## config.mk

```make
export PLATFORM = sky130hd
export DESIGN_NAME = ex_fwd_ctrl
export DESIGN_NICKNAME = d
export VERILOG_FILES = /design/src/rtl/ex_fwd_ctrl.sv
export SDC_FILE = /design/constraint.sdc
export NUM_CORES = 1
export LEC_CHECK = 0
export BUFFER_PORTS_ARGS = -buffer_cell sky130_fd_sc_hd__buf_2
export CAP_MARGIN = 20
export CELL_PAD_IN_SITES_DETAIL_PLACEMENT = 0
export CELL_PAD_IN_SITES_GLOBAL_PLACEMENT = 2
export CORE_ASPECT_RATIO = 0.75
export CORE_MARGIN = 2
export CORE_UTILIZATION = 32
export CTS_BUF_LIST = sky130_fd_sc_hd__clkbuf_2
export DETAILED_ROUTE_END_ITERATION = 16
export PLACE_DENSITY = 0.85
export SETUP_SLACK_MARGIN = 0.02
export SLEW_MARGIN = 20
export SYNTH_ARGS = -nofsm -noshare
export SYNTH_HDL_FRONTEND = slang
export SYNTH_SLANG_ARGS = --single-unit
```

## constraint.sdc

```tcl
create_clock -name clk -period 2.6 [get_ports clk]
set_input_delay 0.52 -clock clk [delete_from_list [all_inputs] [get_ports clk]]
set_output_delay 0.52 -clock clk [all_outputs]
set_load 0.03 [all_outputs]
```

## src/rtl/ex_fwd_ctrl.sv

```systemverilog
// EX-stage operand forwarding and load-use stall control.
// Optional stall-cycle counter is built only when EX_FWD_PERF_EN is defined.
module ex_fwd_ctrl (
    input  logic        clk,
    input  logic        rst,
    input  logic        id_valid,
    input  logic        id_flush,
    input  logic [4:0]  id_rs,
    input  logic [4:0]  id_rt,
    input  logic        id_use_rs,
    input  logic        id_use_rt,
    input  logic        id_use_imm,
    input  logic [4:0]  id_rd,
    input  logic        id_wr,
    input  logic        id_ld,
    output logic [2:0]  sel_a,
    output logic [2:0]  sel_b,
    output logic        ex_valid,
    output logic        stall,
    output logic [15:0] stall_cnt
);

    typedef struct packed {
        logic       valid;
        logic [4:0] dst;
        logic       wr;
        logic       ld;
    } slot_t;

    localparam logic [2:0] SEL_RF  = 3'd0;
    localparam logic [2:0] SEL_EX  = 3'd1;
    localparam logic [2:0] SEL_MEM = 3'd2;
    localparam logic [2:0] SEL_WB  = 3'd3;
    localparam logic [2:0] SEL_IMM = 3'd4;

    slot_t      ex_q, mem_q, wb_q, ex_d;
    logic [2:0] sel_a_q, sel_a_d, sel_b_q, sel_b_d;
    logic       entering;
    logic       unused_wb_ld;

    function automatic logic slot_hit(input slot_t s, input logic [4:0] r);
        return s.valid & s.wr & (s.dst == r) & (r != 5'd0);
    endfunction

    // Youngest producer wins: EX beats MEM beats WB.
    function automatic logic [2:0] fwd_code(input slot_t e, input slot_t m, input slot_t w,
                                            input logic [4:0] r, input logic use_r);
        if (!use_r)             return SEL_RF;
        else if (slot_hit(e, r)) return SEL_EX;
        else if (slot_hit(m, r)) return SEL_MEM;
        else if (slot_hit(w, r)) return SEL_WB;
        else                     return SEL_RF;
    endfunction

    assign stall = id_valid & ~id_flush & ex_q.valid & ex_q.ld & ex_q.wr & (ex_q.dst != 5'd0)
                 & ((id_use_rs & (ex_q.dst == id_rs))
                  | (id_use_rt & ~id_use_imm & (ex_q.dst == id_rt)));

    assign entering = id_valid & ~id_flush & ~stall;

    always_comb begin
        ex_d    = '0;
        sel_a_d = SEL_RF;
        sel_b_d = SEL_RF;
        if (entering) begin
            ex_d.valid = 1'b1;
            ex_d.dst   = id_rd;
            ex_d.wr    = id_wr;
            ex_d.ld    = id_ld;
            sel_a_d    = fwd_code(ex_q, mem_q, wb_q, id_rs, id_use_rs);
            sel_b_d    = id_use_imm ? SEL_IMM : fwd_code(ex_q, mem_q, wb_q, id_rt, id_use_rt);
        end
    end

    always_ff @(posedge clk or posedge rst) begin
        if (rst) begin
            ex_q    <= '0;
            mem_q   <= '0;
            wb_q    <= '0;
            sel_a_q <= SEL_RF;
            sel_b_q <= SEL_RF;
        end else begin
            wb_q    <= mem_q;
            mem_q   <= ex_q;
            ex_q    <= ex_d;
            sel_a_q <= sel_a_d;
            sel_b_q <= sel_b_d;
        end
    end

    assign sel_a    = sel_a_q;
    assign sel_b    = sel_b_q;
    assign ex_valid = ex_q.valid;

    // The WB load flag is carried for slot uniformity but nothing downstream consumes it.
    assign unused_wb_ld = wb_q.ld;

`ifdef EX_FWD_PERF_EN
    logic [15:0] stall_cnt_q;

    always_ff @(posedge clk or posedge rst) begin
        if (rst) begin
            stall_cnt_q <= '0;
        end else if (stall && (stall_cnt_q != 16'hFFFF)) begin
            stall_cnt_q <= stall_cnt_q + 16'd1;
        end
    end

    assign stall_cnt = stall_cnt_q;
`else
    assign stall_cnt = '0;
`endif

endmodule

```

==> results.py <==
metrics = {
    "outcome": {
        "outcome": "complete, no violations",
    },
    "timing": {
        "tns_ns": 0,
        "skew_ns": 0.0159,
        "finalCriticalPeriod_ns": 2.40,
        "rsz0062_at_grt": "no",
        "setup_slack_ns": 0.197,
        "setup_viol_count_final": 0,
        "hold_viol_final": 0,
        "timing.final.max_slew_violations": 0,
        "fmaxAchievable_mhz": 416,
        "hold_slack_ns": 0.144,
        "fin_crit_sh": 0.924,
    },
    "synth": {
        "ys_warn_count": 0,
        "ys_ff_latch": 27,
        "synth_edf_count": 0,
        "yosysTopAreaCellShare": 0.471,
        "synthCells": 128,
        "synth_flop_cell": "dfrtp_1",
        "synthTopCellsByCount": "27 x dfrtp_1, 17 x buf_4, 16 x xor2_1",
        "yosysMostFrequentCell": "dfrtp_1",
        "avgSynthCellArea_um2": 11.2,
        "netlist_area_um2": 1440,
        "synthArstFlopShare": 1.00,
        "synth_area_leaders": "dfrtp_1 47%, xor2_1 9.8%, buf_4 8.9%, xnor2_1 8.5%, nor3b_1 4.2%",
        "synth.distinct_cells": 30,
        "synth_top_cell_by_area": "dfrtp_1",
        "ys_seq_area_frac": 0.471,
    },
    "drt": {
        "routed_wl_um": 2830,
        "drtIter0Drc": 34,
        "routed.top_layer": "met4",
        "routed-wl-met3_um": 123,
        "met2_length_um": 1330,
        "first_pass_iters": 4,
        "wire_per_inst_um": 12.9,
        "drc": 0,
        "wl_met1_um": 1330,
        "via_count": 982,
        "vias_per_cell": 4.48,
        "ant_nets": 0,
    },
    "power_and_ir_drop": {
        "p_leak_nw": 0.759,
        "power.density_nw_per_um2": 456,
        "netSwitchingFraction": 0.305,
        "clkPwrFrac": 0.218,
        "seqPwrFrac": 0.604,
        "vdd_drop_max_mv": 0.231,
        "switchingPower_uw": 227,
        "combinationalPowerShare": 0.178,
        "p_int_uw": 516,
    },
    "floorplan": {
        "design.core.area_um2": 4390,
        "die_height_um": 62.0,
        "die_x_um": 81.3,
        "io_pins": 48,
        "start_util": 0.327,
        "dieArea_um2": 5040,
        "rows": 21,
    },
    "final_layout": {
        "finalNetCount": 187,
        "antenna_cells": 0,
        "synthToLayoutAreaGrowth_pct": 13.4,
        "final_layout_size_suffix_gt1_frac": 0.272,
    },
    "worst_setup_path": {
        "worstSetupPathType": "reg -> out",
        "cp_max_fo": 4,
        "cp_data_required_time_ns": 2.08,
        "crit_path_end_kind": "output pin",
        "reg2reg_from": "ex_q[4]$_DFF_PP0_",
        "cp-startpoint": "ex_q[4]$_DFF_PP0_",
        "start_kind": "register",
        "arrival_ns": 1.88,
    },
    "global_route": {
        "grt_pass1_wl_um": 4730,
        "overflow": 0,
        "antenna_found_initial": 0,
        "grt_util_all_layers": 0.127,
        "grt_pass1_vias": 975,
        "grt_max_degree": 28,
    },
    "min_path": {
        "hold_path.class": "in -> async",
    },
    "place": {
        "dp_hpwl_um": 2190,
        "place_ws_ns": 0.414,
        "gp_congestion": 0.790,
        "port-buffer-count": 30,
    },
    "clocking": {
        "hold_buffers": 0,
        "htree_num_levels": 1,
        "insertion_delay_ns": 0.37,
        "clk_pin_slew_worst_paths_ns": 0.26,
        "cts-root-buf": "clkbuf_2",
        "cts_tree": "done",
        "numCtsBuffers": 3,
        "clock_path_buffers": 2,
        "clock_sink_count": 27,
    },
    "job": {
        "cap_violations": 0,
    },
}
==> layout by cell type, fill, tap and decap left out <==
cell        n
a2111o_1    1
a2111oi_4   1
a21oi_2     1
and3b_1     1
buf_2      30
buf_4       3
clkbuf_2    3
clkinv_2    1
conb_1     17
dfrtp_1    27
inv_1       2
nand2_1     3
nand2b_1    2
nand2b_4    1
nand3_1     3
nand4_1     3
nand4bb_2   1
nor2_1      5
nor2_2      1
nor3_1      3
nor3_2      2
nor3b_1     8
nor4_1      5
o211ai_1    1
o21a_1      1
o21ai_0     1
o22ai_1     1
or4_1       3
or4b_1      1
xnor2_1    14
xor2_1     16
==> worst max-delay path: stages (launching register included) <==
cell and delay [ns]:
dfrtp_1 0.50, xor2_1 0.20, nor3_2 0.24, nand3_1 0.15
a21oi_2 0.19, buf_2 0.22
==> path summary, 6_finish.rpt <==
kind / to / slack [ns] / cells past startpoint
min: ex_q[4]$_DFF_PP0_ / 0.14 / 3
max in group asynchronous: mem_q[2]$_DFF_PP0_ / 2.19 / 3
min in group clk: ex_q[4]$_DFF_PP0_ / 0.36 / 2
min reg2reg: wb_q[1]$_DFF_PP0_ / 0.41 / 0
max reg2reg: sel_b[1]$_DFF_PP0_ / 0.78 / 5
max: stall / 0.20 / 5
==> routing by layer <==
metal,up-vias,global-route usage
met5,-,0
met2,32,0.211
li1,475,-
met4,0,0.0508
met3,5,0.0246
met1,470,0.168
==> flip-flops by register name (all words and copies together) (netlist names) <==
name	count
ex_q	7
ex_valid	1
mem_q	7
sel_a	2
sel_b	3
wb_q	7
==> repair_timing <==
action,CTS,global route
resized for setup,0,1
setup buffers,0,0
endpoints found under the setup margin,0,1
==> power groups by stage <==
stage	clock network (mW)	logic (mW)	registers, mW
2_1_floorplan	0	0.108	0.455
4_1_cts	0.165	0.131	0.449
6_report	0.162	0.132	0.449
3_3_place_gp	0	0.128	0.455
5_1_grt	0.179	0.148	0.451
3_5_place_dp	0	0.131	0.456
==> kinds of logic (layout without fill, tap and decap cells) <==
| logic type | after synthesis | count (layout) | share of synthesized area |
|---|---|---|---|
| xor gates and xnor gates | 30 | 30 | 0.183 |
| buffers and inverters | 21 | 39 | 0.100 |
| and+or+nand+nor | 42 | 42 | 0.192 |
| AOI/OAI and AO/OA | 7 | 7 | 0.0514 |
| other | 1 | 17 | 0.00261 |
| DFF | 27 | 27 | 0.471 |
==> through the flow <==
step / util / std cells / cell area [um^2] / power (mW)
2_1_floorplan: - / 144 / 1500 / 0.562
4_1_cts: 0.370 / 219 / 1620 / 0.745
5_1_grt: 0.371 / 219 / 1630 / 0.778
3_5_place_dp: 0.365 / 215 / 1600 / 0.587
6_report: 0.371 / 219 / 1630 / 0.743
3_3_place_gp: 0.365 / 215 / 1600 / 0.584
==> cell type report <==
| cell class | instances | area, um^2 |
|---|---|---|
| timing repair buffer | 33 | 173 |
| tap | 57 | 71.3 |
| clock inverter | 1 | 5.00 |
| fill | 421 | 2760 |
| sequential | 27 | 676 |
| multi-input combinational | 96 | 681 |
| inverter | 2 | 7.51 |
| clock buffer | 3 | 15.0 |
No activity file was read; power rests on OpenSTA's default activity.
